<file path="config.mk">
export PLATFORM = sky130hd
export DESIGN_NAME = uart_cmd_master_flat
export DESIGN_NICKNAME = d
export VERILOG_FILES = /design/src/rtl/uart_cmd_master_if.sv /design/src/rtl/uart_cmd_master.sv /design/src/flat_wrapper.sv
export SDC_FILE = /design/constraint.sdc
export NUM_CORES = 1
export LEC_CHECK = 0
export CAP_MARGIN = 20
export CORE_AREA = 2 2 101 103
export CTS_CLUSTER_SIZE = 16
export DETAILED_ROUTE_END_ITERATION = 6
export DIE_AREA = 0 0 103 105
export DONT_BUFFER_PORTS = 1
export PLACE_DENSITY_LB_ADDON = 0.05
export SLEW_MARGIN = 30
export SYNTH_ARGS = -nofsm -noshare
export SYNTH_HDL_FRONTEND = slang
export SYNTH_SLANG_ARGS = --single-unit
export TNS_END_PERCENT = 10
</file>
<file path="constraint.sdc">
create_clock -name i_clk -period 4.4 [get_ports i_clk]
set_input_delay 0.44 -clock i_clk [delete_from_list [all_inputs] [get_ports i_clk]]
set_output_delay 0.44 -clock i_clk [all_outputs]
set_load 0.05 [all_outputs]
</file>
<file path="src/rtl/uart_cmd_master_if.sv">
// Request, response and byte-level UART signals of the command master.
// The master modport is the initiator's view; slave is the host/UART side.
interface uart_cmd_master_if;
   logic       i_wr_req;
   logic       i_rd_req;
   logic [7:0] i_addr;
   logic [7:0] i_wr_data;
   logic       o_busy;
   logic [7:0] o_rd_data;
   logic       o_rd_valid;
   logic       o_timeout;
   logic [7:0] o_tx_data;
   logic       o_tx_req;
   logic       i_tx_rdy;
   logic [7:0] i_rx_data;
   logic       i_rx_rdy;
   logic       o_rx_req;

   modport master (
      input  i_wr_req, i_rd_req, i_addr, i_wr_data, i_tx_rdy, i_rx_data, i_rx_rdy,
      output o_busy, o_rd_data, o_rd_valid, o_timeout, o_tx_data, o_tx_req, o_rx_req
   );

   modport slave (
      output i_wr_req, i_rd_req, i_addr, i_wr_data, i_tx_rdy, i_rx_data, i_rx_rdy,
      input  o_busy, o_rd_data, o_rd_valid, o_timeout, o_tx_data, o_tx_req, o_rx_req
   );
endinterface

</file>
<file path="src/rtl/uart_cmd_master.sv">
// UART command initiator: serialises 'w' addr data / 'r' addr frames and
// collects the one-byte read response with a timeout.
module uart_cmd_master #(
   parameter int TimeoutCycles = 1_000_000,
   parameter int GapCycles     = 16,
   parameter int CntWidth      = 20
) (
   input  logic               i_clk,
   input  logic               i_rst_n,
   uart_cmd_master_if.master  bus
);
   typedef enum logic [2:0] {
      IDLE, LOAD, STROBE, WAIT_LO, WAIT_HI, GAP, RX_WAIT, RX_ACK
   } state_t;

   localparam logic [CntWidth-1:0] GAP_LAST    = CntWidth'(GapCycles - 1);
   localparam logic [CntWidth-1:0] TIMEOUT_CNT = CntWidth'(TimeoutCycles);
   localparam logic [CntWidth-1:0] CNT_MAX     = {CntWidth{1'b1}};

   state_t                state_r, state_nx_s;
   logic [1:0]            idx_r, idx_nx_s;
   logic                  op_wr_r, op_wr_nx_s;
   logic [7:0]            addr_r, addr_nx_s;
   logic [7:0]            data_r, data_nx_s;
   logic [CntWidth-1:0]   cnt_r, cnt_nx_s, cnt_inc_s;
   logic                  last_s;
   logic                  rd_latch_s;
   logic                  timeout_s;
   logic                  drain_s;

   function automatic logic [7:0] frame_byte(input logic is_wr, input logic [1:0] idx,
                                             input logic [7:0] addr, input logic [7:0] data);
      case (idx)
         2'd0:    frame_byte = is_wr ? 8'h77 : 8'h72;
         2'd1:    frame_byte = addr;
         default: frame_byte = data;
      endcase
   endfunction

   assign last_s    = (idx_r == (op_wr_r ? 2'd2 : 2'd1));
   assign cnt_inc_s = (cnt_r == CNT_MAX) ? cnt_r : cnt_r + CntWidth'(1);
   // Stray bytes outside the read window are consumed; never two strobes back to back.
   assign drain_s   = bus.i_rx_rdy && !bus.o_rx_req &&
                      (state_r != RX_WAIT) && (state_r != RX_ACK);

   // Next-state and frame bookkeeping.
   always_comb begin
      state_nx_s = state_r;
      idx_nx_s   = idx_r;
      op_wr_nx_s = op_wr_r;
      addr_nx_s  = addr_r;
      data_nx_s  = data_r;
      cnt_nx_s   = cnt_r;
      rd_latch_s = 1'b0;
      timeout_s  = 1'b0;
      case (state_r)
         IDLE: begin
            if (bus.i_wr_req || bus.i_rd_req) begin
               op_wr_nx_s = bus.i_wr_req;
               addr_nx_s  = bus.i_addr;
               data_nx_s  = bus.i_wr_data;
               idx_nx_s   = 2'd0;
               state_nx_s = LOAD;
            end else begin
               state_nx_s = IDLE;
            end
         end
         LOAD: begin
            if (bus.i_tx_rdy) state_nx_s = STROBE;
            else              state_nx_s = LOAD;
         end
         STROBE: state_nx_s = WAIT_LO;
         WAIT_LO: begin
            if (!bus.i_tx_rdy) state_nx_s = WAIT_HI;
            else               state_nx_s = WAIT_LO;
         end
         WAIT_HI: begin
            if (bus.i_tx_rdy) begin
               cnt_nx_s   = '0;
               state_nx_s = GAP;
            end else begin
               state_nx_s = WAIT_HI;
            end
         end
         GAP: begin
            if (cnt_r >= GAP_LAST) begin
               if (!last_s) begin
                  idx_nx_s   = idx_r + 2'd1;
                  state_nx_s = LOAD;
               end else if (op_wr_r) begin
                  state_nx_s = IDLE;
               end else begin
                  cnt_nx_s   = '0;
                  state_nx_s = RX_WAIT;
               end
            end else begin
               cnt_nx_s = cnt_inc_s;
            end
         end
         RX_WAIT: begin
            // A byte on the boundary cycle still beats the timeout.
            if (bus.i_rx_rdy && !bus.o_rx_req) begin
               rd_latch_s = 1'b1;
               state_nx_s = RX_ACK;
            end else if (cnt_r >= TIMEOUT_CNT) begin
               timeout_s  = 1'b1;
               state_nx_s = IDLE;
            end else begin
               cnt_nx_s = cnt_inc_s;
            end
         end
         RX_ACK:  state_nx_s = IDLE;
         default: state_nx_s = IDLE;
      endcase
   end

   // State, latched request and registered outputs.
   always_ff @(posedge i_clk or negedge i_rst_n) begin
      if (!i_rst_n) begin
         state_r        <= IDLE;
         idx_r          <= 2'd0;
         op_wr_r        <= 1'b0;
         addr_r         <= 8'h00;
         data_r         <= 8'h00;
         cnt_r          <= '0;
         bus.o_busy     <= 1'b0;
         bus.o_tx_req   <= 1'b0;
         bus.o_tx_data  <= 8'h00;
         bus.o_rx_req   <= 1'b0;
         bus.o_rd_valid <= 1'b0;
         bus.o_rd_data  <= 8'h00;
         bus.o_timeout  <= 1'b0;
      end else begin
         state_r        <= state_nx_s;
         idx_r          <= idx_nx_s;
         op_wr_r        <= op_wr_nx_s;
         addr_r         <= addr_nx_s;
         data_r         <= data_nx_s;
         cnt_r          <= cnt_nx_s;
         bus.o_busy     <= (state_nx_s != IDLE);
         bus.o_tx_req   <= (state_nx_s == STROBE);
         bus.o_rx_req   <= (state_nx_s == RX_ACK) || drain_s;
         bus.o_rd_valid <= (state_nx_s == RX_ACK);
         bus.o_timeout  <= timeout_s;
         if (state_nx_s == LOAD) begin
            bus.o_tx_data <= frame_byte(op_wr_nx_s, idx_nx_s, addr_nx_s, data_nx_s);
         end else begin
            bus.o_tx_data <= bus.o_tx_data;
         end
         if (rd_latch_s) begin
            bus.o_rd_data <= bus.i_rx_data;
         end else begin
            bus.o_rd_data <= bus.o_rd_data;
         end
      end
   end
endmodule

</file>
<file path="src/flat_wrapper.sv">
// flat-port wrapper written by rule: the top's interface ports become plain ports
module uart_cmd_master_flat 
#(
   parameter int TimeoutCycles = 1_000_000,
   parameter int GapCycles     = 16,
   parameter int CntWidth      = 20
)
  (i_clk, i_rst_n, bus_i_wr_req, bus_i_rd_req, bus_i_addr, bus_i_wr_data, bus_i_tx_rdy, bus_i_rx_data, bus_i_rx_rdy, bus_o_busy, bus_o_rd_data, bus_o_rd_valid, bus_o_timeout, bus_o_tx_data, bus_o_tx_req, bus_o_rx_req);
  uart_cmd_master_if bus_i ();
  input  logic i_clk;
  input  logic i_rst_n;
  input wire logic [$bits(bus_i.i_wr_req)-1:0] bus_i_wr_req;
  input wire logic [$bits(bus_i.i_rd_req)-1:0] bus_i_rd_req;
  input wire logic [$bits(bus_i.i_addr)-1:0] bus_i_addr;
  input wire logic [$bits(bus_i.i_wr_data)-1:0] bus_i_wr_data;
  input wire logic [$bits(bus_i.i_tx_rdy)-1:0] bus_i_tx_rdy;
  input wire logic [$bits(bus_i.i_rx_data)-1:0] bus_i_rx_data;
  input wire logic [$bits(bus_i.i_rx_rdy)-1:0] bus_i_rx_rdy;
  output wire logic [$bits(bus_i.o_busy)-1:0] bus_o_busy;
  output wire logic [$bits(bus_i.o_rd_data)-1:0] bus_o_rd_data;
  output wire logic [$bits(bus_i.o_rd_valid)-1:0] bus_o_rd_valid;
  output wire logic [$bits(bus_i.o_timeout)-1:0] bus_o_timeout;
  output wire logic [$bits(bus_i.o_tx_data)-1:0] bus_o_tx_data;
  output wire logic [$bits(bus_i.o_tx_req)-1:0] bus_o_tx_req;
  output wire logic [$bits(bus_i.o_rx_req)-1:0] bus_o_rx_req;
  assign bus_i.i_wr_req = bus_i_wr_req;
  assign bus_i.i_rd_req = bus_i_rd_req;
  assign bus_i.i_addr = bus_i_addr;
  assign bus_i.i_wr_data = bus_i_wr_data;
  assign bus_i.i_tx_rdy = bus_i_tx_rdy;
  assign bus_i.i_rx_data = bus_i_rx_data;
  assign bus_i.i_rx_rdy = bus_i_rx_rdy;
  assign bus_o_busy = bus_i.o_busy;
  assign bus_o_rd_data = bus_i.o_rd_data;
  assign bus_o_rd_valid = bus_i.o_rd_valid;
  assign bus_o_timeout = bus_i.o_timeout;
  assign bus_o_tx_data = bus_i.o_tx_data;
  assign bus_o_tx_req = bus_i.o_tx_req;
  assign bus_o_rx_req = bus_i.o_rx_req;
  uart_cmd_master #(.TimeoutCycles(TimeoutCycles), .GapCycles(GapCycles), .CntWidth(CntWidth)) u_core (.i_clk(i_clk), .i_rst_n(i_rst_n), .bus(bus_i));
endmodule
</file>
## After elaboration in Yosys (flattened, before gate mapping)

Index checks and enable logic that the tools add are counted.

- Input bits: 30
- Output and inout bits: 21
- Logic and storage cells: 84
- Bits in registers: 63

- Order comparisons: 2
- Equality and inequality tests: 20
- $add $sub $neg: 2
- Multiplexer cells: 36
- Reduce and logical (&&, ||, !) cells: 11

Operators with widths:

| operator | number |
|---|---|
| 2-to-1 mux 20 bit | 7 |
| one-hot mux 20 bit (3 select lines) | 1 |
| 2-to-1 mux 8 bit | 4 |
| one-hot mux 3 bit (8 select lines) | 1 |
| 2-to-1 mux 3 bit | 7 |
| adder 20 x 1 -> 20 bit, second input constant | 1 |
| equality test 20 bit, second input constant | 1 |
| greater-or-equal comparator 20 bit, second input constant | 1 |
| greater-or-equal comparator 20 x 4 -> 1 bit, second input constant | 1 |
| one-hot mux 8 bit (2 select lines) | 1 |
| equality test 3 bit, second input constant | 5 |
| 2-to-1 mux 2 bit | 5 |
| equality test 3 x 2 -> 1 bit, second input constant | 3 |
| 2-to-1 mux 1 bit | 9 |
| != test 3 bit, second input constant | 3 |
| equality test 3 x 1 -> 1 bit, second input constant | 2 |
| != test 2 bit, second input constant | 3 |
| AND reduction 6 bit | 1 |
| nonzero test 3 bit | 2 |
| one-hot mux 2 bit (2 select lines) | 1 |
| logical AND 1 bit | 3 |
| zero test 3 bit | 1 |
| != test 3 x 2 -> 1 bit, second input constant | 1 |
| adder 2 x 1 -> 2 bit, second input constant | 1 |
| 5 further kinds | 6 |

## Logic depth before layout (Yosys ltp)

Gate-level depths: netlist of the first run.

- Word-level depth: 7
- Gate-level depth with buffers: 8
- Gate-level depth less buffers: 8

## Worst setup path after synthesis of the first run

OpenSTA, ideal clock, no wires.

- Path type: reg2reg
- Start: register u_core.cnt_r[0]
- End: register u_core.cnt_r[6]
- Cell stages (with the launch flop): 9
- Buffers on the path: 1
- Slack: 2.072 ns
- Clock period less this slack: 2.328 ns
- Data arrival time: 2.209 ns
- Setup time: 0.120 ns
- Required time: 4.280 ns
- Path through: dfrtp_1 > ha_1 > and3_4 > or4_4 > o211ai_2 > nand3_2 > buf_6 > o311a_1 > a31o_1

- Cells in the longest elaborated chain, start to end: 5
- Elaborated cells between the ends (all ways): 13
- Those cells by class: 1 x add/sub; 2 x order compare; 4 x eq/ne; 5 x mux; 1 x reduce/logical

RTL lines:

| what | line | source |
|---|---|---|
| start: declaration | uart_cmd_master.sv:25 | `logic [CntWidth-1:0] cnt_r, cnt_nx_s, cnt_inc_s;` |
| start signal: assignment | uart_cmd_master.sv:139 | `cnt_r <= cnt_nx_s;` |
| adder 20 x 1 -> 20 bit or equality test 20 bit (tied branches) | uart_cmd_master.sv:41 | `assign cnt_inc_s = (cnt_r == CNT_MAX) ? cnt_r : cnt_r + CntWidth'(1);` |
| 2-to-1 mux 20 bit | uart_cmd_master.sv:41 |  |
| 2-to-1 mux 20 bit | uart_cmd_master.sv:105 | `end else if (cnt_r >= TIMEOUT_CNT) begin` |
| 2-to-1 mux 20 bit | uart_cmd_master.sv:102 | `if (bus.i_rx_rdy && !bus.o_rx_req) begin` |
| one-hot mux 20 bit (3 select lines) | uart_cmd_master.sv:56 | `case (state_r)` |

Several ways; a longest one is shown, not always the timed one. The select of a mux whose other input is x is not followed.
A chain may end at the register's enable or synchronous reset.

## Worst setup path after layout of the first run

- Start: register u_core.cnt_r[0]
- End: register u_core.cnt_r[10]

Same word-level chain as after synthesis.

==> reports/metrics.cfg, run 1 <==
[placement]
dp.cells = 439
dpl.hpwl_um = 5520
gp_congestion = 0.788
port_buffers = 0

[sta]
hold_viol = 0
min_period_over_period_pct = 62.7
fin_crit_ps = 2760
relSlewSlack_pct = 55.9
setup_viol = 0
worst_pin_slew_ps = 658
tns_ps = 0
max_freq_mhz = 363
rsz0062_at_grt = false
hold_ws_ps = 245
drv_slew = 0
skew_ps = 10.6

[cts]
cts_buffer_depth = 2
clkTransAtPathRegs_ps = 80
ctsResizeCount = 0
cts.sinks = 63
cts_tree = built
clock_latency_ps = 350
post-cts-setup-buffers = 0
cts-root-buf = clkbuf_8
hold_buffers = 2
htreeDepth = 3
numCtsBuffers = 9

[logic_synthesis]
synth_fp_nets = 350
synth_warnings = 0
synthArstFlopShare_pct = 100
ys_ff_latch = 63
avgSynthCellArea_um2 = 10.4
syn_inst = 318
synth_cell_types = 63
synth_ff_type = dfrtp_1
seq_area_frac_synth_pct = 47.5
synth_edf_count = 0
syn_area_um2 = 3320

[worst_setup_path]
cp.arrival_ps = 3020
r2r_start = u_core.cnt_r[0]
reg2reg_depth = 7
r2r-end = u_core.cnt_r[10]
path_class = register to register
crit_path_start_kind = register
endpoint_kind = register
cp_max_fo = 25
rrSetupSlack_ps = 1640
cp.required_ps = 4660

[die]
die_h_um = 105
start_util_pct = 34.4
rows = 36
die_area_um2 = 10800
io_pins = 51
core_um2 = 9640
die_w_um = 103

[status]
outcome = completed

[final_layout]
multiInputGateArea_um2 = 1600
num-nets-final = 351
antenna_cells = 0
layout_common_cells = dfrtp_1, mux2_2, a21oi_1
final_common_cell = dfrtp_1
regArea_um2 = 1580
stdcell_count = 457
n_fill_cell = 998
syn2layout_area_growth_pct = 11.4
layout-drive-gt1-share_pct = 19.1

[power_and_ir_drop]
power_density_nw_per_um2 = 696
peakVddDrop_mv = 0.321
internal_power_mw = 1.46
p_sw_share_pct = 43.3
p_leak_nw = 1.49
p_clk_share_pct = 23.1
sequentialPowerShare_pct = 43.9
power.switching_mw = 1.11
combPwrFrac_pct = 33.0

[drt]
drc = 0
drt-initial-drc-count = 89
drt_pass1_iterations = 5
wirelength_um = 8090
vias = 2509
vias_per_cell = 5.49
ant_nets = 0
wl_per_cell_um = 17.7

[run]
max_cap_viol_count = 0

[worst_hold_path]
min_from = bus_i_rx_data[1]
hold_class = input pin to register
hold_path_end = u_core.bus.o_rd_data[1]
hold_depth = 1

[global_route]
grt_max_degree = 64
grt_use_met1_pct = 21.6
use_met2_pct = 24.4
use_met3_pct = 4.35
grt_pass1_vias = 2589
grt_pass1_wl_um = 13500
overflow = 0
grtUsageTotal_pct = 16.1
top_usage_layer = met2
antenna_found_initial = 0

-- how the worst max path moves through the flow --
| stage | startpoint | endpoint | slack (ps) | depth (start not counted) |
|---|---|---|---|---|
| floorplan | u_core.cnt_r[0] | u_core.cnt_r[6] | 2070 | 8 |
| global placement | u_core.cnt_r[0] | u_core.bus.o_tx_data[0] | 1720 | 7 |
| detailed placement | u_core.cnt_r[0] | u_core.cnt_r[10] | 1670 | 7 |
| CTS | u_core.cnt_r[0] | u_core.cnt_r[10] | 1660 | 7 |
| global route | u_core.cnt_r[0] | u_core.cnt_r[8] | 1480 | 7 |
| finish | u_core.cnt_r[0] | u_core.cnt_r[10] | 1640 | 7 |
-- flip-flops by register name, summed over array words and instances (netlist names) --
signal                 cells
u_core.bus.o_timeout       1
u_core.state_r             3
u_core.bus.o_busy          1
u_core.bus.o_rd_data       8
u_core.addr_r              8
u_core.bus.o_rx_req        1
u_core.bus.o_tx_req        1
u_core.cnt_r              20
u_core.op_wr_r             1
u_core.data_r              8
u_core.bus.o_rd_valid      1
u_core.bus.o_tx_data       8
u_core.idx_r               2
-- Yosys cell counts, types with 6 or more instances --
library cell | n | share of area [%]
and3_1 | 7 | 1.3
mux2i_1 | 6 | 1.8
a22oi_1 | 6 | 1.4
a31oi_1 | 6 | 1.1
mux2_2 | 25 | 8.5
inv_1 | 19 | 2.1
nand3_1 | 15 | 2.3
dfrtp_1 | 63 | 47
nor2_1 | 13 | 1.5
a21oi_1 | 23 | 3.5
nand2_1 | 14 | 1.6
o21ai_0 | 14 | 2.1
clkbuf_1 | 7 | 0.79
nand4_1 | 6 | 1.1
or3_1 | 8 | 1.5
-- per-layer routing --
metal / part of all wire (%) / up-vias
li1: - / 1204
met1: 46 / 1232
met2: 46 / 60
met3: 5.3 / 13
met4: 2.0 / 0
met5: 0 / -
-- power groups by stage --
stage | sequential, mW | combinational (mW) | clock, mW
global route | 1.16 | 0.949 | 0.640
CTS | 1.13 | 0.864 | 0.613
global placement | 1.14 | 0.844 | 0
floorplan | 1.06 | 0.745 | 0
detailed placement | 1.14 | 0.842 | 0
finish | 1.13 | 0.849 | 0.594
-- worst max-delay path, stage by stage (launching register included) --
cell      delay [ps]
dfrtp_1          430
ha_1             260
and3_4           210
or4_4            450
o211ai_2         240
nand3_2          400
or4_1            520
a21oi_1          160
-- stage by stage --
step | area [um^2] | util [%] | worst slack (ps) | power, mW
4_1_cts | 3700 | 38.4 | 1660 | 2.61
2_1_floorplan | 3320 | - | 2070 | 1.80
3_3_place_gp | 3430 | 35.6 | 1720 | 1.99
3_5_place_dp | 3430 | 35.6 | 1670 | 1.98
6_report | 3700 | 38.4 | 1640 | 2.57
5_1_grt | 3700 | 38.4 | 1480 | 2.75
-- area by class of cell --
type / instances / share of cell area, %
well taps: 133 / 4.50
multi-input cells: 222 / 43.3
repair buffers: 4 / 1.42
inverters: 19 / 1.93
flip-flops and latches: 63 / 42.6
clock buffers: 10 / 3.72
clock inverters: 6 / 2.50
-- kinds of logic after synthesis --
group / after synthesis / share of synthesized area [%]
multiplexers: 31 / 10.3
XOR/XNOR: 2 / 0.528
AND/OR/NAND/NOR: 98 / 17.5
flip-flops: 63 / 47.5
adder cells (fa/ha/maj): 2 / 0.754
buffers and inverters: 33 / 4.26
AO/OA/AOI/OAI: 89 / 19.2
Power figures use the tool's default switching activity.
==> inputs of run 2 (changes only) <==
==> constraint.sdc (replaced) <==
create_clock -name i_clk -period 2.7 [get_ports i_clk]
set_input_delay 0.27 -clock i_clk [delete_from_list [all_inputs] [get_ports i_clk]]
set_output_delay 0.27 -clock i_clk [all_outputs]
set_load 0.05 [all_outputs]
==> reports/metrics.cfg, run 2 (synthesized netlist as in run 1, its figures left out) <==
[cts]
numCtsBuffers = 9  ; unchanged
clkTransAtPathRegs_ps = 80  ; about the same
cts.sinks = 63  ; unchanged
cts-root-buf = clkbuf_8  ; unchanged
htreeDepth = 3  ; unchanged
cts_buffer_depth = 2  ; unchanged
clock_latency_ps = 340  ; was 350 ps
cts_tree = built  ; unchanged

[worst_hold_path]
hold_depth = 1  ; unchanged
min_from = bus_i_rx_data[1]  ; unchanged
hold_class = input pin to register  ; unchanged

[worst_setup_path]
cp.required_ps = 2970  ; was 4660 ps
startpoint = u_core.cnt_r[0]  ; unchanged
path_class = register to register  ; unchanged
crit_path_start_kind = register  ; unchanged
cp_slowest_cell = or4_4  ; was or4_1
endpoint_kind = register  ; unchanged
reg2reg_depth = 8  ; was 7
cp.arrival_ps = 2750  ; was 3020 ps
crit_chain = ha_1, and3_4, or4_4, o211ai_4, nand3_2, buf_4, or4_1, a21oi_1  ; was ha_1, and3_4, or4_4, o211ai_2, nand3_2, or4_1, a21oi_1
r2r_start = u_core.cnt_r[0]  ; unchanged
slowest_delay_ps = 460  ; was 520 ps
cp_max_fo = 25  ; unchanged

[drt]
drc = 0  ; unchanged
drt-initial-drc-count = 134  ; was 89
drt_pass1_iterations = 4  ; was 5
wl_per_cell_um = 17.2  ; was 17.7 um
vias = 2609  ; was 2509
vias_per_cell = 5.46  ; was 5.49
wirelength_um = 8220  ; was 8090 um
ant_nets = 0  ; unchanged

[sta]
rsz0062_at_grt = false  ; unchanged
tns_ps = 0  ; unchanged
relSlewSlack_pct = 65.8  ; was 55.9%
min_period_over_period_pct = 92.1  ; was 62.7%
worst_pin_slew_ps = 513  ; was 658 ps
setup_viol = 0  ; unchanged
hold_viol = 0  ; unchanged
fin_crit_ps = 2490  ; was 2760 ps
hold_ws_ps = 76.5  ; was 245 ps
skew_ps = 14.6  ; was 10.6 ps
max_freq_mhz = 402  ; was 363 MHz
drv_slew = 0  ; unchanged

[run]
max_cap_viol_count = 0  ; unchanged

[die]
start_util_pct = 34.4  ; unchanged
core_um2 = 9640  ; unchanged
io_pins = 51  ; unchanged
die_w_um = 103  ; unchanged
die_h_um = 105  ; unchanged
rows = 36  ; unchanged
die_area_um2 = 10800  ; unchanged

[power_and_ir_drop]
p_sw_share_pct = 41.6  ; was 43.3%
internal_power_mw = 2.56  ; was 1.46 mW
combPwrFrac_pct = 36.3  ; was 33.0%
p_clk_share_pct = 23.3  ; was 23.1%
power.switching_mw = 1.83  ; was 1.11 mW
power_density_nw_per_um2 = 1130  ; was 696 nW/um^2
peakVddDrop_mv = 0.654  ; was 0.321 mV
sequentialPowerShare_pct = 40.3  ; was 43.9%
p_leak_nw = 1.61  ; was 1.49 nW

[global_route]
top_usage_layer = met2  ; unchanged
grt_pass1_vias = 2641  ; was 2589
use_met2_pct = 23.7  ; was 24.4%
use_met3_pct = 4.88  ; was 4.35%
overflow = 0  ; unchanged
grt_pass1_wl_um = 13500  ; about the same
grtUsageTotal_pct = 16.0  ; was 16.1%
grt_max_degree = 64  ; unchanged
antenna_found_initial = 0  ; unchanged
grt_use_met1_pct = 22.2  ; was 21.6%

[placement]
gp_congestion = 0.805  ; was 0.788
dpl.hpwl_um = 5730  ; was 5520 um
place_area_um2 = 3580  ; was 3430 um^2
port_buffers = 0  ; unchanged
dp.cells = 459  ; was 439

[final_layout]
largest_reg_flops = 20  ; unchanged
syn2layout_area_growth_pct = 16.8  ; was 11.4%
final_common_cell = dfrtp_1  ; unchanged
stdcell_count = 478  ; was 457
postLayoutCellArea_um2 = 3880  ; was 3700 um^2
largest-register = u_core.cnt_r  ; unchanged
layout-drive-gt1-share_pct = 24.1  ; was 19.1%
layout_common_cells = dfrtp_1, mux2_2, a21oi_1, buf_4, inv_1  ; was dfrtp_1, mux2_2, a21oi_1
num-nets-final = 372  ; was 351
antenna_cells = 0  ; unchanged

[status]
outcome = completed  ; unchanged

## run 2: cell types whose count changed in the layout (fill, tap and decap cells not counted)
| cell | change |
|---|---|
| buf_4 | +21 |
| bufinv_16 | +1 |
| clkbuf_8 | -1 |
| clkinv_2 | +1 |
| clkinvlp_4 | -1 |
| o211ai_2 | -1 |
| o211ai_4 | +1 |
## run 2: path summary, 6_finish.rpt
| path | end | slack (ps) |
|---|---|---|
| worst min register to register | u_core.bus.o_rx_req | 500 |
| worst max-delay path | u_core.cnt_r[10] | 210 |
| worst max register to register | u_core.cnt_r[10] | 210 |
| worst min-delay path | u_core.bus.o_rd_data[1] | 80 |
| min in group asynchronous | u_core.bus.o_tx_req | 470 |
| max in group asynchronous | u_core.data_r[1] | 1930 |
## run 2: cell type report
class | instances | area (um^2)
clock buffers | 9 | 124
clock inverters | 7 | 120
fillers | 990 | 5760
inverters | 19 | 71.3
multi-input cells | 222 | 1610
flip-flops and latches | 63 | 1580
well taps | 133 | 166
repair buffers | 25 | 210
## run 2: power by group through the flow
stage | Clock (mW) | Combinational, mW | Sequential [mW]
final | 1.02 | 1.60 | 1.77
after detailed placement | 0 | 1.58 | 1.79
after global placement | 0 | 1.59 | 1.79
after floorplan | 0 | 1.21 | 1.73
after global routing | 1.09 | 1.77 | 1.82
after CTS | 1.05 | 1.62 | 1.77
## run 2: critical path, delay by kind of cell, from the launching register on
kind / cells / cell delay [ps]
compound gates: 2 / 360
buf+inv: 1 / 230
simple gates: 4 / 1160
flops: 1 / 430
fa+ha+maj: 1 / 250
## run 2: metal layers
| metal | share of wire (%) | routed length [um] | vias up |
|---|---|---|---|
| li1 | - | - | 1237 |
| met1 | 47 | 3840 | 1296 |
| met2 | 46 | 3770 | 66 |
| met3 | 5.8 | 475 | 10 |
| met4 | 1.5 | 124 | 0 |
| met5 | 0 | 0 | - |
## run 2: timing repair
item                                    CTS  global route
gates resized for setup                   0             1
hold buffers                              2             0
endpoints found under the hold margin    63             0
setup buffers                             0             1
endpoints found under the setup margin    0             1
## run 2: per-stage QoR
step / utilization [%] / worst slack [ps] / power (mW)
after global routing: 40.2 / 15.6 / 4.68
after detailed placement: 37.1 / 211 / 3.37
after global placement: 37.1 / 245 / 3.38
after floorplan: - / 372 / 2.94
after CTS: 40.1 / 200 / 4.44
final: 40.2 / 214 / 4.39
==> inputs of run 3 (changes only) <==
--- a/config.mk
+++ b/config.mk
@@ -5,7 +5,6 @@
 export SDC_FILE = /design/constraint.sdc
 export NUM_CORES = 1
 export LEC_CHECK = 0
-export CAP_MARGIN = 20
 export CORE_AREA = 2 2 101 103
 export CTS_CLUSTER_SIZE = 16
 export DETAILED_ROUTE_END_ITERATION = 6
==> constraint.sdc (replaced) <==
create_clock -name i_clk -period 2.8 [get_ports i_clk]
set_input_delay 0.28 -clock i_clk [delete_from_list [all_inputs] [get_ports i_clk]]
set_output_delay 0.28 -clock i_clk [all_outputs]
set_load 0.05 [all_outputs]
==> reports/metrics.cfg, run 3 (synthesized netlist as in run 1, its figures left out) <==
[final_layout]
largest-register = u_core.cnt_r  ; unchanged
final_common_cell = dfrtp_1  ; unchanged
layout_common_cells = dfrtp_1, mux2_2, a21oi_1  ; was dfrtp_1, mux2_2, a21oi_1, buf_4, inv_1
largest_reg_flops = 20  ; unchanged
layout-drive-gt1-share_pct = 22.9  ; was 24.1%
antenna_cells = 0  ; unchanged
n_fill_cell = 993  ; was 990
num-nets-final = 367  ; was 372
syn2layout_area_growth_pct = 14.8  ; was 16.8%

[drt]
wl_per_cell_um = 17.3  ; was 17.2 um
ant_nets = 0  ; unchanged
vias_per_cell = 5.34  ; was 5.46
vias = 2527  ; was 2609
drt-initial-drc-count = 124  ; was 134
drc = 0  ; unchanged
wirelength_um = 8170  ; was 8220 um
drt_pass1_iterations = 4  ; unchanged

[worst_setup_path]
cp.required_ps = 3070  ; was 2970 ps
slowest_delay_ps = 460  ; about the same
cp_slowest_cell = or4_4  ; unchanged
path_class = register to register  ; unchanged
path_buf_inv = 1  ; unchanged
endpoint_kind = register  ; unchanged
crit_chain = ha_1, and3_4, or4_4, o211ai_2, nand3_2, buf_4, or4_1, a21oi_1  ; was ha_1, and3_4, or4_4, o211ai_4, nand3_2, buf_4, or4_1, a21oi_1
crit_path_start_kind = register  ; unchanged
cp.arrival_ps = 2780  ; was 2750 ps
cp_max_fo = 25  ; unchanged
cpLargestDelayFamily = simple AND/OR/NAND/NOR gates  ; unchanged

[sta]
tns_ps = 0  ; unchanged
setup_viol = 0  ; unchanged
relSlewSlack_pct = 64.9  ; was 65.8%
worst_pin_slew_ps = 527  ; was 513 ps
rsz0062_at_grt = false  ; unchanged
hold_viol = 0  ; unchanged
min_period_over_period_pct = 89.8  ; was 92.1%
drv_slew = 0  ; unchanged
layout_setup_ws_ps = 285  ; was 214 ps
max_freq_mhz = 398  ; was 402 MHz
skew_ps = 10.5  ; was 14.6 ps
fin_crit_ps = 2510  ; was 2490 ps

[power_and_ir_drop]
internal_power_mw = 2.35  ; was 2.56 mW
peakVddDrop_mv = 0.508  ; was 0.654 mV
power.switching_mw = 1.76  ; was 1.83 mW
p_leak_nw = 1.57  ; was 1.61 nW
combPwrFrac_pct = 35.8  ; was 36.3%
p_sw_share_pct = 42.7  ; was 41.6%
power_density_nw_per_um2 = 1080  ; was 1130 nW/um^2
p_clk_share_pct = 21.7  ; was 23.3%
sequentialPowerShare_pct = 42.5  ; was 40.3%

[global_route]
grtUsageTotal_pct = 16.2  ; was 16.0%
overflow = 0  ; unchanged
antenna_found_initial = 0  ; unchanged
grt_pass1_wl_um = 13600  ; was 13500 um
grt_pass1_vias = 2608  ; was 2641
grt_max_degree = 64  ; unchanged

[cts]
htreeDepth = 3  ; unchanged
clock_latency_ps = 350  ; was 340 ps
cts.sinks = 63  ; unchanged
numCtsBuffers = 9  ; unchanged
cts-root-buf = clkbuf_8  ; unchanged
clkTransAtPathRegs_ps = 70  ; was 80 ps
cts_tree = built  ; unchanged
cts_buffer_depth = 2  ; unchanged

[placement]
pre_cts_ws_ps = 326  ; was 211 ps
gp_congestion = 0.768  ; was 0.805
port_buffers = 0  ; unchanged
dpl.hpwl_um = 5680  ; was 5730 um

[status]
outcome = completed  ; unchanged

[worst_hold_path]
hold_class = input pin to register  ; unchanged

[die]
io_pins = 51  ; unchanged
rows = 36  ; unchanged
start_util_pct = 34.4  ; unchanged
die_area_um2 = 10800  ; unchanged
die_w_um = 103  ; unchanged
core_um2 = 9640  ; unchanged
die_h_um = 105  ; unchanged

[run]
max_cap_viol_count = 0  ; unchanged

==> run 3: cell types whose count changed in the layout (fill, tap and decap cells not counted), sizes merged <==
cell	before	now
inv	20	19
bufinv	3	2
clkinv	2	3
buf	24	19
clkinvlp	1	2
==> run 3: power groups by stage <==
stage	registers [mW]	logic, mW	clock network [mW]
floorplan	1.66	1.17	0
global placement	1.76	1.46	0
detailed placement	1.77	1.46	0
CTS	1.75	1.49	0.920
global route	1.78	1.65	0.957
finish	1.74	1.47	0.893
==> run 3: final timing paths <==
kind / endpoint / start / slack (ps) / depth (start not counted)
max: u_core.cnt_r[10] / u_core.cnt_r[0] / 290 / 8
min: u_core.bus.o_rd_data[2] / bus_i_rx_data[2] / 80 / 1
max reg2reg: u_core.cnt_r[10] / u_core.cnt_r[0] / 290 / 8
min reg2reg: u_core.data_r[1] / u_core.data_r[1] / 510 / 1
max in group asynchronous: u_core.bus.o_rd_data[7] / i_rst_n / 2040 / 2
min in group asynchronous: u_core.bus.o_timeout / i_rst_n / 480 / 2
==> run 3: final cells by class <==
cell class	count	area, um^2	area share, %
multi-input cells	222	1600	42.0
flip-flops and latches	63	1580	41.4
repair buffers	20	173	4.53
well taps	133	166	4.37
clock buffers	9	124	3.25
clock inverters	7	97.6	2.56
inverters	19	71.3	1.87
==> run 3: what timing repair did <==
action,in CTS,in global routing
gates resized for setup,0,0
setup buffers,0,0
endpoints found under the setup margin,0,0
hold buffers,2,0
hold endpoints to repair,63,0
==> run 3: layer usage <==
metal  global-route usage [%]  wire [um]  up-vias
met1                     22.5       3940     1231
met3                     4.55        444       11
met5                        0          0        -
li1                         -          -     1232
met4                     5.92        127        0
met2                     23.9       3650       53
==> run 3: per-stage QoR <==
stage                     power (mW)  instances  hold slack [ps]  instance area [um^2]  utilization, %
after floorplan                 2.83        318            -15.6                  3320               -
after global placement          3.23        455            -13.4                  3550            36.8
after detailed placement        3.23        455            -13.6                  3550            36.8
after CTS                       4.16        473             68.8                  3810            39.5
after global routing            4.39        473             65.5                  3810            39.5
final                           4.11        473             84.9                  3810            39.5
